File: config.mk
export PLATFORM = sky130hd
export DESIGN_NAME = grf_write_arbiter
export DESIGN_NICKNAME = d
export VERILOG_FILES = /design/src/rtl/grf_write_arbiter.sv
export SDC_FILE = /design/constraint.sdc
export NUM_CORES = 1
export LEC_CHECK = 0
export ABC_AREA = 0
export CAP_MARGIN = 5
export CORE_UTILIZATION = 42
export CTS_CLUSTER_DIAMETER = 50
export DETAILED_ROUTE_END_ITERATION = 10
export PLACE_DENSITY = 0.77
export SYNTH_ARGS = -nofsm -noshare
export SYNTH_HDL_FRONTEND = slang
export SYNTH_SLANG_ARGS = --single-unit
File: constraint.sdc
create_clock -name clk -period 2.1 [get_ports clk]
set_input_delay 0.42 -clock clk [delete_from_list [all_inputs] [get_ports clk]]
set_output_delay 0.42 -clock clk [all_outputs]
set_load 0.005 [all_outputs]
File: src/rtl/grf_write_arbiter.sv
// grf_write_arbiter: shares the single register-file write port between the
// pipeline writeback stage (pipe) and the multiply/divide unit (mdu).
//
// - pipe normally has priority; mdu fills idle write slots.
// - A starvation counter forces one mdu slot after MAX_WAIT consecutive
//   denials, stalling pipe for that single cycle.
// - A 32-entry scoreboard flags registers with an mdu result still in flight.
// - Winning writes are registered onto grf_* with one cycle of latency.
//
// Optional feature macro: GRF_WRITE_TRACE_EN
//   defined   -> prints every committed register write in simulation
//   undefined -> no trace code is compiled
module grf_write_arbiter #(
    parameter int unsigned MAX_WAIT = 4,
    parameter int unsigned CNT_W    = 4
) (
    input  logic        clk,
    input  logic        reset,

    input  logic        pipe_we,
    input  logic [4:0]  pipe_addr,
    input  logic [31:0] pipe_data,
    input  logic [31:0] pipe_pc,
    output logic        pipe_stall,

    input  logic        mdu_valid,
    input  logic [4:0]  mdu_addr,
    input  logic [31:0] mdu_data,
    input  logic [31:0] mdu_pc,
    output logic        mdu_ready,

    input  logic        mdu_issue,
    input  logic [4:0]  mdu_issue_addr,

    input  logic [4:0]  rs_addr,
    input  logic [4:0]  rt_addr,
    output logic        rs_pending,
    output logic        rt_pending,

    output logic        grf_we,
    output logic [4:0]  grf_addr,
    output logic [31:0] grf_data,
    output logic [31:0] grf_pc
);

    localparam int unsigned NREGS = 32;
    localparam int unsigned AW    = 5;
    localparam int unsigned DW    = 32;

    // Counter value on which a further denial forces the next slot to mdu
    localparam logic [CNT_W-1:0] CNT_LAST = CNT_W'(MAX_WAIT - 1);
    // Ceiling for the counter; it never wraps past this
    localparam logic [CNT_W-1:0] CNT_MAX  = CNT_W'(MAX_WAIT);

    typedef enum logic {
        ST_NORMAL = 1'b0,
        ST_FORCE  = 1'b1
    } state_e;

    state_e             state_q;
    logic [CNT_W-1:0]   cnt_q;
    logic [CNT_W-1:0]   cnt_d;
    logic [NREGS-1:0]   sb_q;
    logic [NREGS-1:0]   sb_d;

    logic               grant_pipe;
    logic               grant_mdu;
    logic               mdu_xfer;
    logic               starve;
    logic               enter_force;

    logic               wr_valid;
    logic [AW-1:0]      wr_addr;
    logic [DW-1:0]      wr_data;
    logic [DW-1:0]      wr_pc;

    // Handshakes and grant selection from current state and live requests
    always_comb begin
        grant_pipe = 1'b0;
        grant_mdu  = 1'b0;
        pipe_stall = 1'b0;
        mdu_ready  = 1'b0;
        unique case (state_q)
            ST_FORCE: begin
                pipe_stall = pipe_we;
                mdu_ready  = 1'b1;
                grant_mdu  = mdu_valid;
            end
            default: begin
                mdu_ready  = !pipe_we;
                grant_pipe = pipe_we;
                grant_mdu  = mdu_valid && !pipe_we;
            end
        endcase
    end

    assign mdu_xfer    = mdu_valid && mdu_ready;
    assign starve      = (state_q == ST_NORMAL) && mdu_valid && pipe_we;
    assign enter_force = starve && (cnt_q == CNT_LAST);

    // Starvation counter: counts consecutive mdu denials, saturating
    always_comb begin
        cnt_d = cnt_q;
        if (!mdu_valid || mdu_xfer) begin
            cnt_d = '0;
        end else if (starve && (cnt_q != CNT_MAX)) begin
            cnt_d = cnt_q + CNT_W'(1);
        end
    end

    // Scoreboard update; a new issue overrides a same-cycle retire
    always_comb begin
        sb_d = sb_q;
        if (mdu_xfer) begin
            sb_d[mdu_addr] = 1'b0;
        end
        if (mdu_issue && (mdu_issue_addr != AW'(0))) begin
            sb_d[mdu_issue_addr] = 1'b1;
        end
        sb_d[0] = 1'b0;
    end

    // Write-port mux: selects the granted requester's payload
    always_comb begin
        wr_valid = 1'b0;
        wr_addr  = '0;
        wr_data  = '0;
        wr_pc    = '0;
        if (grant_pipe) begin
            wr_valid = 1'b1;
            wr_addr  = pipe_addr;
            wr_data  = pipe_data;
            wr_pc    = pipe_pc;
        end else if (grant_mdu) begin
            wr_valid = 1'b1;
            wr_addr  = mdu_addr;
            wr_data  = mdu_data;
            wr_pc    = mdu_pc;
        end
    end

    // Pending lookups read the registered scoreboard only; $0 is never pending
    assign rs_pending = (rs_addr != AW'(0)) && sb_q[rs_addr];
    assign rt_pending = (rt_addr != AW'(0)) && sb_q[rt_addr];

    // State, counter, scoreboard and registered write port
    always_ff @(posedge clk) begin
        if (reset) begin
            state_q  <= ST_NORMAL;
            cnt_q    <= '0;
            sb_q     <= '0;
            grf_we   <= 1'b0;
            grf_addr <= '0;
            grf_data <= '0;
            grf_pc   <= '0;
        end else begin
            unique case (state_q)
                ST_FORCE: state_q <= ST_NORMAL;
                default:  state_q <= enter_force ? ST_FORCE : ST_NORMAL;
            endcase
            cnt_q <= cnt_d;
            sb_q  <= sb_d;
            // Writes to $0 are still consumed but never reach the file
            grf_we <= wr_valid && (wr_addr != AW'(0));
            if (wr_valid) begin
                grf_addr <= wr_addr;
                grf_data <= wr_data;
                grf_pc   <= wr_pc;
            end
        end
    end

`ifdef GRF_WRITE_TRACE_EN
    // Simulation trace of every committed register write
    always @(posedge clk) begin
        if (grf_we) begin
            $display("%d@%h: $%d <= %h", $time, grf_pc, grf_addr, grf_data);
        end
    end
`endif

endmodule

==> flow_summary.json <==
{
  "status": "complete, but fails checks",
  "violations": "setup timing",
  "crit-reg2reg-launch": "state_q",
  "holdCritPathClass": "in -> reg",
  "insertion_delay_ps": 350,
  "r2r-end": "grf_pc[11]",
  "crit_required_ps": 1680,
  "slew_violations": 0,
  "placed_cell_area_um2": 7720,
  "holdPathStages": 2,
  "p_leak_nw": 3.08,
  "crit_path_start_kind": "primary input",
  "avgSynthCellArea_um2": 8.97,
  "finalSetupViolations": 2,
  "syn_to_final_growth_pct": 55.0,
  "syn_inst": 582,
  "comb_power_share": 0.212,
  "grt_pass1_wl_um": 28700,
  "crit_fanout": 2,
  "post-route-drc-count": 0,
  "cts_tree": "done",
  "dr.pass1.iters": 5,
  "syn_area_um2": 5220,
  "track_usage": 0.287,
  "reg2reg_slack_ps": 500,
  "cts_sinks": 106,
  "path_clk_slew_ps": 70,
  "synthFlopType": "dfxtp_1",
  "synth.most_common_cell": "dfxtp_1",
  "drive_above_1_share": 0.0974,
  "antenna_found_initial": 0,
  "finClkSkew_ps": 7.25,
  "pwr-share-seq": 0.444,
  "clockBufferDepth": 2,
  "first_iter_violations": 316,
  "clock_tree.root_cell": "clkbuf_16",
  "finalNetCount": 957,
  "num_vias": 5323,
  "final_hold_viol_count": 0,
  "synth_top_area_share": 0.406,
  "grt.overflow.total": 0,
  "wl_met3_um": 1270,
  "fin_crit_sh": 1.08,
  "die_h_um": 114,
  "diodes": 0,
  "dr_wl_met2_um": 9270,
  "synth.ff_latch_count": 106,
  "ir_drop_uv": 334,
  "rsz0062_at_grt": "true",
  "start_util": 0.433,
  "die_w_um": 114,
  "power.switching_w": 0.00123,
  "worst_slew_pin_slew_ps": 563,
  "std_cell_rows": 40,
  "routedWlPerCell_um": 18.9,
  "post_drt_via_cell_ratio": 5.49,
  "fin_ws_ps": -174,
  "seq_area_frac_synth": 0.406,
  "power_w": 0.00493,
  "min_to": "sb_q[7]",
  "dp_cells": 954,
  "relSlewSlack": 0.623,
  "fin_crit_ps": 2270,
  "hpwl_um": 13600,
  "layoutNonFillerInstCount": 969,
  "place_congestion": 0.921,
  "drv_cap": 0,
  "port_buffers": 231,
  "wirelength_um": 18300,
  "synth_top_area_cell": "dfxtp_1",
  "top_layer": "met4",
  "worstSetupEndpointType": "output pin",
  "crit_arrival_ps": 1850,
  "max_freq_mhz": 440,
  "cell_internal_pwr_w": 0.00370,
  "design_area_um2": 8090,
  "synth-edff-count": 0,
  "yosys_warnings": 0,
  "synth_cell_types": 44,
  "placeableCoreArea_um2": 12100,
  "startpoint": "rs_addr[1]",
  "num_io_pins": 232,
  "drt-met1-wl_um": 7140,
  "h-tree-depth": 3,
  "async_flop_share": 0,
  "critical_path_class": "in -> out",
  "synthTopCellsByCount": "dfxtp_1 (106), nor2_1 (85), mux2i_1 (82)",
  "grt_max_degree": 122,
  "drt.antenna.violating_nets": 0,
  "pwr-share-clk": 0.344,
  "cts_buffers": 9,
  "synth.area.top_cells": "dfxtp_1 (41%), mux2i_1 (16%), a211oi_1 (9.9%), nor2_1 (6.1%), a21oi_1 (3.1%)",
  "cellPowerDensity_nw_per_um2": 609,
  "switching_share": 0.249,
  "die-area_um2": 12900,
  "grt_pass1_vias": 5574,
  "reg2regPathDepth": 4,
  "hold_start": "reset",
  "synth_fp_nets": 742
}
cells by family after synthesis:
family                   share of synthesized area
adder cells (fa/ha/maj)                    0.00479
AND/OR/NAND/NOR                              0.150
AO/OA/AOI/OAI                                0.196
buffers and inverters                       0.0474
XOR/XNOR                                   0.00168
flip-flops                                   0.406
multiplexers                                 0.193
routing by layer:
| layer | global-route usage | vias to the layer above |
|---|---|---|
| met4 | 0.133 | 0 |
| met1 | 0.322 | 2512 |
| li1 | - | 2561 |
| met5 | 0 | - |
| met3 | 0.0765 | 42 |
| met2 | 0.506 | 208 |
metrics by stage:
stage               hold WS (ps)   util  setup TNS, ps  worst slack, ps
global route                 491  0.671           -424             -216
global placement             474  0.640          -1660             -877
floorplan                    402      -              0              224
detailed placement           477  0.640          -1730             -910
CTS                          458  0.668           -311             -174
finish                       467  0.671           -333             -174
how the worst max path moves through the flow:
stage | depth (start not counted) | to
floorplan | 5 | rs_pending
global placement | 6 | rs_pending
detailed placement | 6 | rs_pending
CTS | 5 | rs_pending
global route | 6 | rs_pending
finish | 6 | rs_pending
critical path, stage by stage:
cell and delay [ps]:
clkdlybuf4s15_1 220, mux2_4 320, o311ai_2 280, a221oi_2 80, a221o_1 390, buf_2 140
cell usage in the layout, fill, tap and decap left out, types with 3 or more instances in the layout:
cell type        instances
clkdlybuf4s50_1        219
dfxtp_1                 99
nor2_1                  85
mux2i_1                 82
a211oi_1                69
nand2_1                 32
o21ai_0                 32
a21oi_1                 32
buf_4                   19
nand3_1                 10
clkbuf_16                9
nor2b_1                  8
nand2b_1                 8
dfxtp_2                  7
inv_1                    4
mux2_2                   4
mux4_2                   4
nand3b_1                 4
nor3_1                   4
mux2_1                   3
a2111oi_2                3
or3b_1                   3
clkdlybuf4s15_2          3
buf_2                    3
buf_12                   3
buf_6                    3
sequential cells by signal, indices dropped and copies added, names as in the netlist:
register / cells
grf_data: 32
grf_pc: 32
sb_q: 31
grf_addr: 5
cnt_q: 4
grf_we: 1
state_q: 1
power groups by stage:
stage          Clock (W)  Combinational [W]  Sequential (W)
2_1_floorplan          0           0.000391         0.00223
3_3_place_gp           0            0.00101         0.00223
3_5_place_dp           0            0.00103         0.00223
4_1_cts          0.00171            0.00104         0.00219
5_1_grt          0.00181            0.00112         0.00220
6_report         0.00169            0.00104         0.00219
what timing repair did:
item	4_1_cts	5_1_grt
endpoints found under the hold margin	0	0
setup buffers	0	0
resized for setup	47	13
hold buffers	0	0
endpoints found under the setup margin	2	2
pin swaps	10	5
cell type report:
type                       count  area, um2
clock buffer                  10        239
clock inverter                 5       55.1
fill                         985       3970
inverter                       4       15.0
multi-input combinational    422       2930
sequential                   106       2130
tap                          168        210
timing repair buffer         254       2510
(Power assumes the default switching activity.)
